### src/rtl/ps2_keyboard.sv
// PS/2 keyboard receiver: synchronizes the PS/2 lines, deframes scan bytes
// and decodes make/break/extended sequences into the Hack keyboard word.
module ps2_keyboard #(
    parameter int TIMEOUT = 50000
) (
    input  logic        clk,
    input  logic        reset,
    input  logic        ps2_clk,
    input  logic        ps2_data,
    output logic [15:0] key_code,
    output logic [7:0]  scan_byte,
    output logic        scan_strobe,
    output logic        frame_error
);

    localparam logic [15:0] TIMEOUT_CNT = 16'(TIMEOUT);

    typedef enum logic {IDLE, RECEIVE} state_t;

    state_t      state, state_next;
    logic        clk_s1, clk_s2, clk_prev;
    logic        data_s1, data_s2;
    logic        fall;
    logic [3:0]  bit_cnt;
    logic [8:0]  shreg;
    logic [15:0] idle_cnt;
    logic        ext_flag, brk_flag;
    logic [7:0]  key_reg;
    logic        start_frame, shift_bit, stop_edge, timeout;
    logic        frame_ok;
    logic        map_hit;
    logic [7:0]  map_code;

    assign fall     = clk_prev & ~clk_s2;
    // shreg holds {parity, d7..d0} when the stop bit arrives; 9 bits must be odd.
    assign frame_ok = data_s2 & (^shreg);
    assign key_code = {8'h00, key_reg};

    always_ff @(posedge clk) begin
        if (reset) state <= IDLE;
        else       state <= state_next;
    end

    always_comb begin
        state_next  = state;
        start_frame = 1'b0;
        shift_bit   = 1'b0;
        stop_edge   = 1'b0;
        timeout     = 1'b0;
        case (state)
            IDLE: begin
                if (fall && !data_s2) begin
                    state_next  = RECEIVE;
                    start_frame = 1'b1;
                end
            end
            RECEIVE: begin
                if (fall) begin
                    if (bit_cnt == 4'd10) begin
                        state_next = IDLE;
                        stop_edge  = 1'b1;
                    end else begin
                        shift_bit = 1'b1;
                    end
                end else if (idle_cnt == TIMEOUT_CNT) begin
                    state_next = IDLE;
                    timeout    = 1'b1;
                end
            end
            default: state_next = IDLE;
        endcase
    end

    always_comb begin
        map_hit  = 1'b1;
        map_code = 8'd0;
        if (ext_flag) begin
            case (shreg[7:0])
                8'h6B: map_code = 8'd130;
                8'h75: map_code = 8'd131;
                8'h74: map_code = 8'd132;
                8'h72: map_code = 8'd133;
                default: map_hit = 1'b0;
            endcase
        end else begin
            case (shreg[7:0])
                8'h1C: map_code = 8'd65;  8'h32: map_code = 8'd66;  8'h21: map_code = 8'd67;
                8'h23: map_code = 8'd68;  8'h24: map_code = 8'd69;  8'h2B: map_code = 8'd70;
                8'h34: map_code = 8'd71;  8'h33: map_code = 8'd72;  8'h43: map_code = 8'd73;
                8'h3B: map_code = 8'd74;  8'h42: map_code = 8'd75;  8'h4B: map_code = 8'd76;
                8'h3A: map_code = 8'd77;  8'h31: map_code = 8'd78;  8'h44: map_code = 8'd79;
                8'h4D: map_code = 8'd80;  8'h15: map_code = 8'd81;  8'h2D: map_code = 8'd82;
                8'h1B: map_code = 8'd83;  8'h2C: map_code = 8'd84;  8'h3C: map_code = 8'd85;
                8'h2A: map_code = 8'd86;  8'h1D: map_code = 8'd87;  8'h22: map_code = 8'd88;
                8'h35: map_code = 8'd89;  8'h1A: map_code = 8'd90;
                8'h45: map_code = 8'd48;  8'h16: map_code = 8'd49;  8'h1E: map_code = 8'd50;
                8'h26: map_code = 8'd51;  8'h25: map_code = 8'd52;  8'h2E: map_code = 8'd53;
                8'h36: map_code = 8'd54;  8'h3D: map_code = 8'd55;  8'h3E: map_code = 8'd56;
                8'h46: map_code = 8'd57;
                8'h29: map_code = 8'd32;  8'h5A: map_code = 8'd128; 8'h66: map_code = 8'd129;
                8'h76: map_code = 8'd140;
                default: map_hit = 1'b0;
            endcase
        end
    end

    always_ff @(posedge clk) begin
        if (reset) begin
            clk_s1      <= 1'b1;
            clk_s2      <= 1'b1;
            clk_prev    <= 1'b1;
            data_s1     <= 1'b1;
            data_s2     <= 1'b1;
            bit_cnt     <= 4'd0;
            shreg       <= 9'd0;
            idle_cnt    <= 16'd0;
            ext_flag    <= 1'b0;
            brk_flag    <= 1'b0;
            key_reg     <= 8'd0;
            scan_byte   <= 8'h00;
            scan_strobe <= 1'b0;
            frame_error <= 1'b0;
        end else begin
            clk_s1      <= ps2_clk;
            clk_s2      <= clk_s1;
            clk_prev    <= clk_s2;
            data_s1     <= ps2_data;
            data_s2     <= data_s1;
            scan_strobe <= 1'b0;
            frame_error <= 1'b0;

            if (state_next == IDLE) bit_cnt <= 4'd0;
            else if (start_frame)   bit_cnt <= 4'd1;
            else if (shift_bit)     bit_cnt <= bit_cnt + 4'd1;

            if (shift_bit) shreg <= {data_s2, shreg[8:1]};

            if (state == RECEIVE && state_next == RECEIVE && !fall) idle_cnt <= idle_cnt + 16'd1;
            else                                                    idle_cnt <= 16'd0;

            if (stop_edge && frame_ok) begin
                scan_byte   <= shreg[7:0];
                scan_strobe <= 1'b1;
                if (shreg[7:0] == 8'hE0) begin
                    ext_flag <= 1'b1;
                end else if (shreg[7:0] == 8'hF0) begin
                    brk_flag <= 1'b1;
                end else begin
                    // A break only releases the key it names; makes always take over.
                    if (map_hit) begin
                        if (!brk_flag)                 key_reg <= map_code;
                        else if (key_reg == map_code)  key_reg <= 8'd0;
                    end
                    ext_flag <= 1'b0;
                    brk_flag <= 1'b0;
                end
            end

            if ((stop_edge && !frame_ok) || timeout) begin
                frame_error <= 1'b1;
                ext_flag    <= 1'b0;
                brk_flag    <= 1'b0;
            end
        end
    end

endmodule

### config.mk
export PLATFORM = sky130hd
export DESIGN_NAME = ps2_keyboard
export DESIGN_NICKNAME = d
export VERILOG_FILES = /design/src/rtl/ps2_keyboard.sv
export SDC_FILE = /design/constraint.sdc
export NUM_CORES = 1
export LEC_CHECK = 0
export BUFFER_PORTS_ARGS = -buffer_cell sky130_fd_sc_hd__buf_2
export CORE_MARGIN = 2
export CORE_UTILIZATION = 35
export CTS_CLUSTER_DIAMETER = 150
export DETAILED_ROUTE_END_ITERATION = 10
export PLACE_DENSITY = 0.61
export SYNTH_ARGS = -nofsm -noshare
export SYNTH_HDL_FRONTEND = slang
export SYNTH_SLANG_ARGS = --single-unit
### constraint.sdc
create_clock -name clk -period 7.35 [get_ports clk]
set_clock_uncertainty 0.05 [all_clocks]
set_input_delay 0.735 -clock clk [delete_from_list [all_inputs] [get_ports clk]]
set_output_delay 0.735 -clock clk [all_outputs]
set_load 0.02 [all_outputs]
==> qor.yml <==
ant_nets: 0
cts_resized: 0
grt_max_degree: 29
required_ns: 7.48
drt-initial-drc-count: 234
p_per_area_mw_per_mm2: 135
gp_congestion: 0.896
row_count: 35
finalHoldViolCount: 0
power_uw: 486
synthTopCellsByArea: "dfxtp_1 33%, ha_1 7.0%, nand2_1 6.0%"
place_hpwl_um: 5470
drc: 0
wl_um: 7660
ys.flop_type: "dfxtp_1"
initial_utilization_pct: 36.4
cts.root.buffer_cell: "clkbuf_8"
irDropWorstVdd_uv: 80.1
synth_area_leader_cell: "dfxtp_1"
synthCells: 438
io_buffers: 21
critical_path_buf_inv_count: 1
dr.pass1.iters: 5
top_register: "idle_cnt"
synth.ff_latch_count: 55
max_freq_mhz: 278
nFillCells: 1011
placed_cell_area_sq_mm: 0.00349
holdWs_ns: 0.356
die-area_sq_mm: 0.0105
async_reset_ff_share_pct: 0
synth.mux.area_fraction_pct: 0
ys.warnings.count: 0
critPathKind: "reg2reg"
critical-path-slowest-cell: "or4_4"
setup.worst_path.end_class: "flop"
syn_avg_cell_area_sq_um: 7.71
synth_top_area_share_pct: 32.6
synth-seq-area-share_pct: 32.6
cap_viol_max_count: 0
nNetsFinal: 461
wl_per_cell_um: 13.5
path_cells: "inv_1 > ha_1 > xnor3_1 > xnor2_1 > and2_1 > nand4_2 > nand4b_4 > or4_4 > o311ai_4 > o32ai_1"
cp_slowest_stage_delay_ns: 0.56
grt_setup_unrepaired: "false"
insertion_delay_ns: 0.31
postCtsSetupBuffers: 0
ctsHoldBuffers: 0
syn_area_sq_mm: 0.00338
n_antenna_cell: 0
syn2layout_area_growth_pct: 6.15
grtUsageTotal_pct: 15.4
hp-class: "reg2reg"
synth_top_family_by_area: "simple AND/OR/NAND/NOR gates"
slew_violations: 0
drive_above_1_share_pct: 9.34
die-width_um: 102
synth_xor_xnor_area_share_pct: 7.15
p_leak_uw: 0.00127
num_vias: 3062
cts_inserted_buffers: 5
max_slew_margin_pct: 46.4
synth_edf_count: 0
tightestPinTransition_ns: 0.800
core-area_sq_mm: 0.00928
crit_arrival_ns: 3.72
fin_crit_ns: 3.59
finalInstanceArea_sq_mm: 0.00358
crit_path_start_kind: "flop"
setup_violations: 0
grt_pass1_wl_um: 13200
cts_sinks: 55
fin_crit_sh_pct: 48.9
antenna_found_initial: 0
tns_ns: 0
synth-simple-area-share_pct: 26.4
largestRegisters: "idle_cnt x16, shreg x9"
synth_cell_types: 51
status: "finished, final reports clean"
synth-compound-area-share_pct: 18.1
largest_reg_flops: 16
grt-ovfl-total: 0
viasPerCell: 5.39
ioPinCount: 30
cts_tree: "done"
die_h_um: 102
clk_pin_slew_ns: 0.10
clockBufferDepth: 2
path_max_fanout: 22
grt_pass1_vias: 2744
cts_max_level: 2
cp_top_family: "simple AND/OR/NAND/NOR gates"
utilization_pct: 38.6
synth_adder_area_share_pct: 7.04
## stage by stage
| stage | instances | setup WS [ns] |
|---|---|---|
| floorplan | 445 | 4.46 |
| global placement | 560 | 3.88 |
| detailed placement | 560 | 3.78 |
| CTS | 568 | 3.76 |
| global route | 568 | 3.51 |
| finish | 568 | 3.76 |
## synth_stat cells (4+ instances only)
cell	number
ha_1	19
nor2_1	52
inv_1	28
o21ai_0	11
or2_2	6
nor3_1	10
nor4_1	4
a21oi_1	27
o22ai_1	18
and3_1	6
nand2_1	54
a22oi_1	9
nand4_1	8
o221ai_1	4
buf_2	12
clkbuf_1	11
xor2_1	10
nand3_1	22
xnor2_1	15
buf_4	10
dfxtp_1	55
## path summary, 6_finish.rpt
path                            slack (ns)  startpoint          to  cells after the start
worst max-delay path                  3.76    shreg[1]  key_reg[5]                     10
worst min-delay path                  0.36      clk_s1      clk_s2                      1
worst min register to register        0.36      clk_s1      clk_s2                      1
worst max register to register        3.76    shreg[1]  key_reg[5]                     10
## report_power, final
part / internal (uW) / switching [uW] / leakage (uW)
logic: 2.34 / 8.11 / 0.000777
registers: 299 / 0.780 / 0.000444
clock network: 77.1 / 98.2 / 0.0000474
total: 378 / 107 / 0.00127
## cells in the final DEF (no fill, tap or decap), types with 3 or more instances in the layout
cell type  count
clkbuf_8       6
inv_1         28
dfxtp_1       55
nand4_1        8
ha_1          19
and3_1         6
a21oi_1       27
nand3_1       22
nor4_1         4
and2_1         3
o22ai_1       18
o221ai_1       4
xnor2_1       15
nand2_1       54
or2_2          6
o21ai_0       11
nor2_1        52
o32ai_1        3
xor2_1        10
conb_1         8
buf_2         21
a22oi_1        9
nor3_1        10
o2111ai_1      3
a22o_1         3
## cell type report
| type | count | area [sq um] | area share (%) |
|---|---|---|---|
| Inverter | 28 | 105 | 2.93 |
| Timing Repair Buffer | 21 | 105 | 2.93 |
| Clock inverter | 2 | 16.3 | 0.454 |
| Multi-Input combinational cell | 327 | 2010 | 56.2 |
| Sequential cell | 55 | 1100 | 30.7 |
| Tap cell | 129 | 161 | 4.50 |
| Clock buffer | 6 | 82.6 | 2.30 |
## metal layers
metal | vias to the layer above | GRT usage (%) | wire, um
met2 | 104 | 25.4 | 3510
met5 | - | 0 | 0
li1 | 1513 | - | -
met3 | 22 | 2.53 | 455
met1 | 1423 | 21.1 | 3540
met4 | 0 | 3.69 | 156
## logic make-up (layout without fill, tap and decap cells)
group,Yosys count,after routing
other cells,1,8
xor+xnor,26,26
buf+inv,63,57
fa+ha+maj,19,19
compound gates,92,92
simple gates,182,182
flops,55,55
Note: power is estimated with default switching activity, not from simulation.
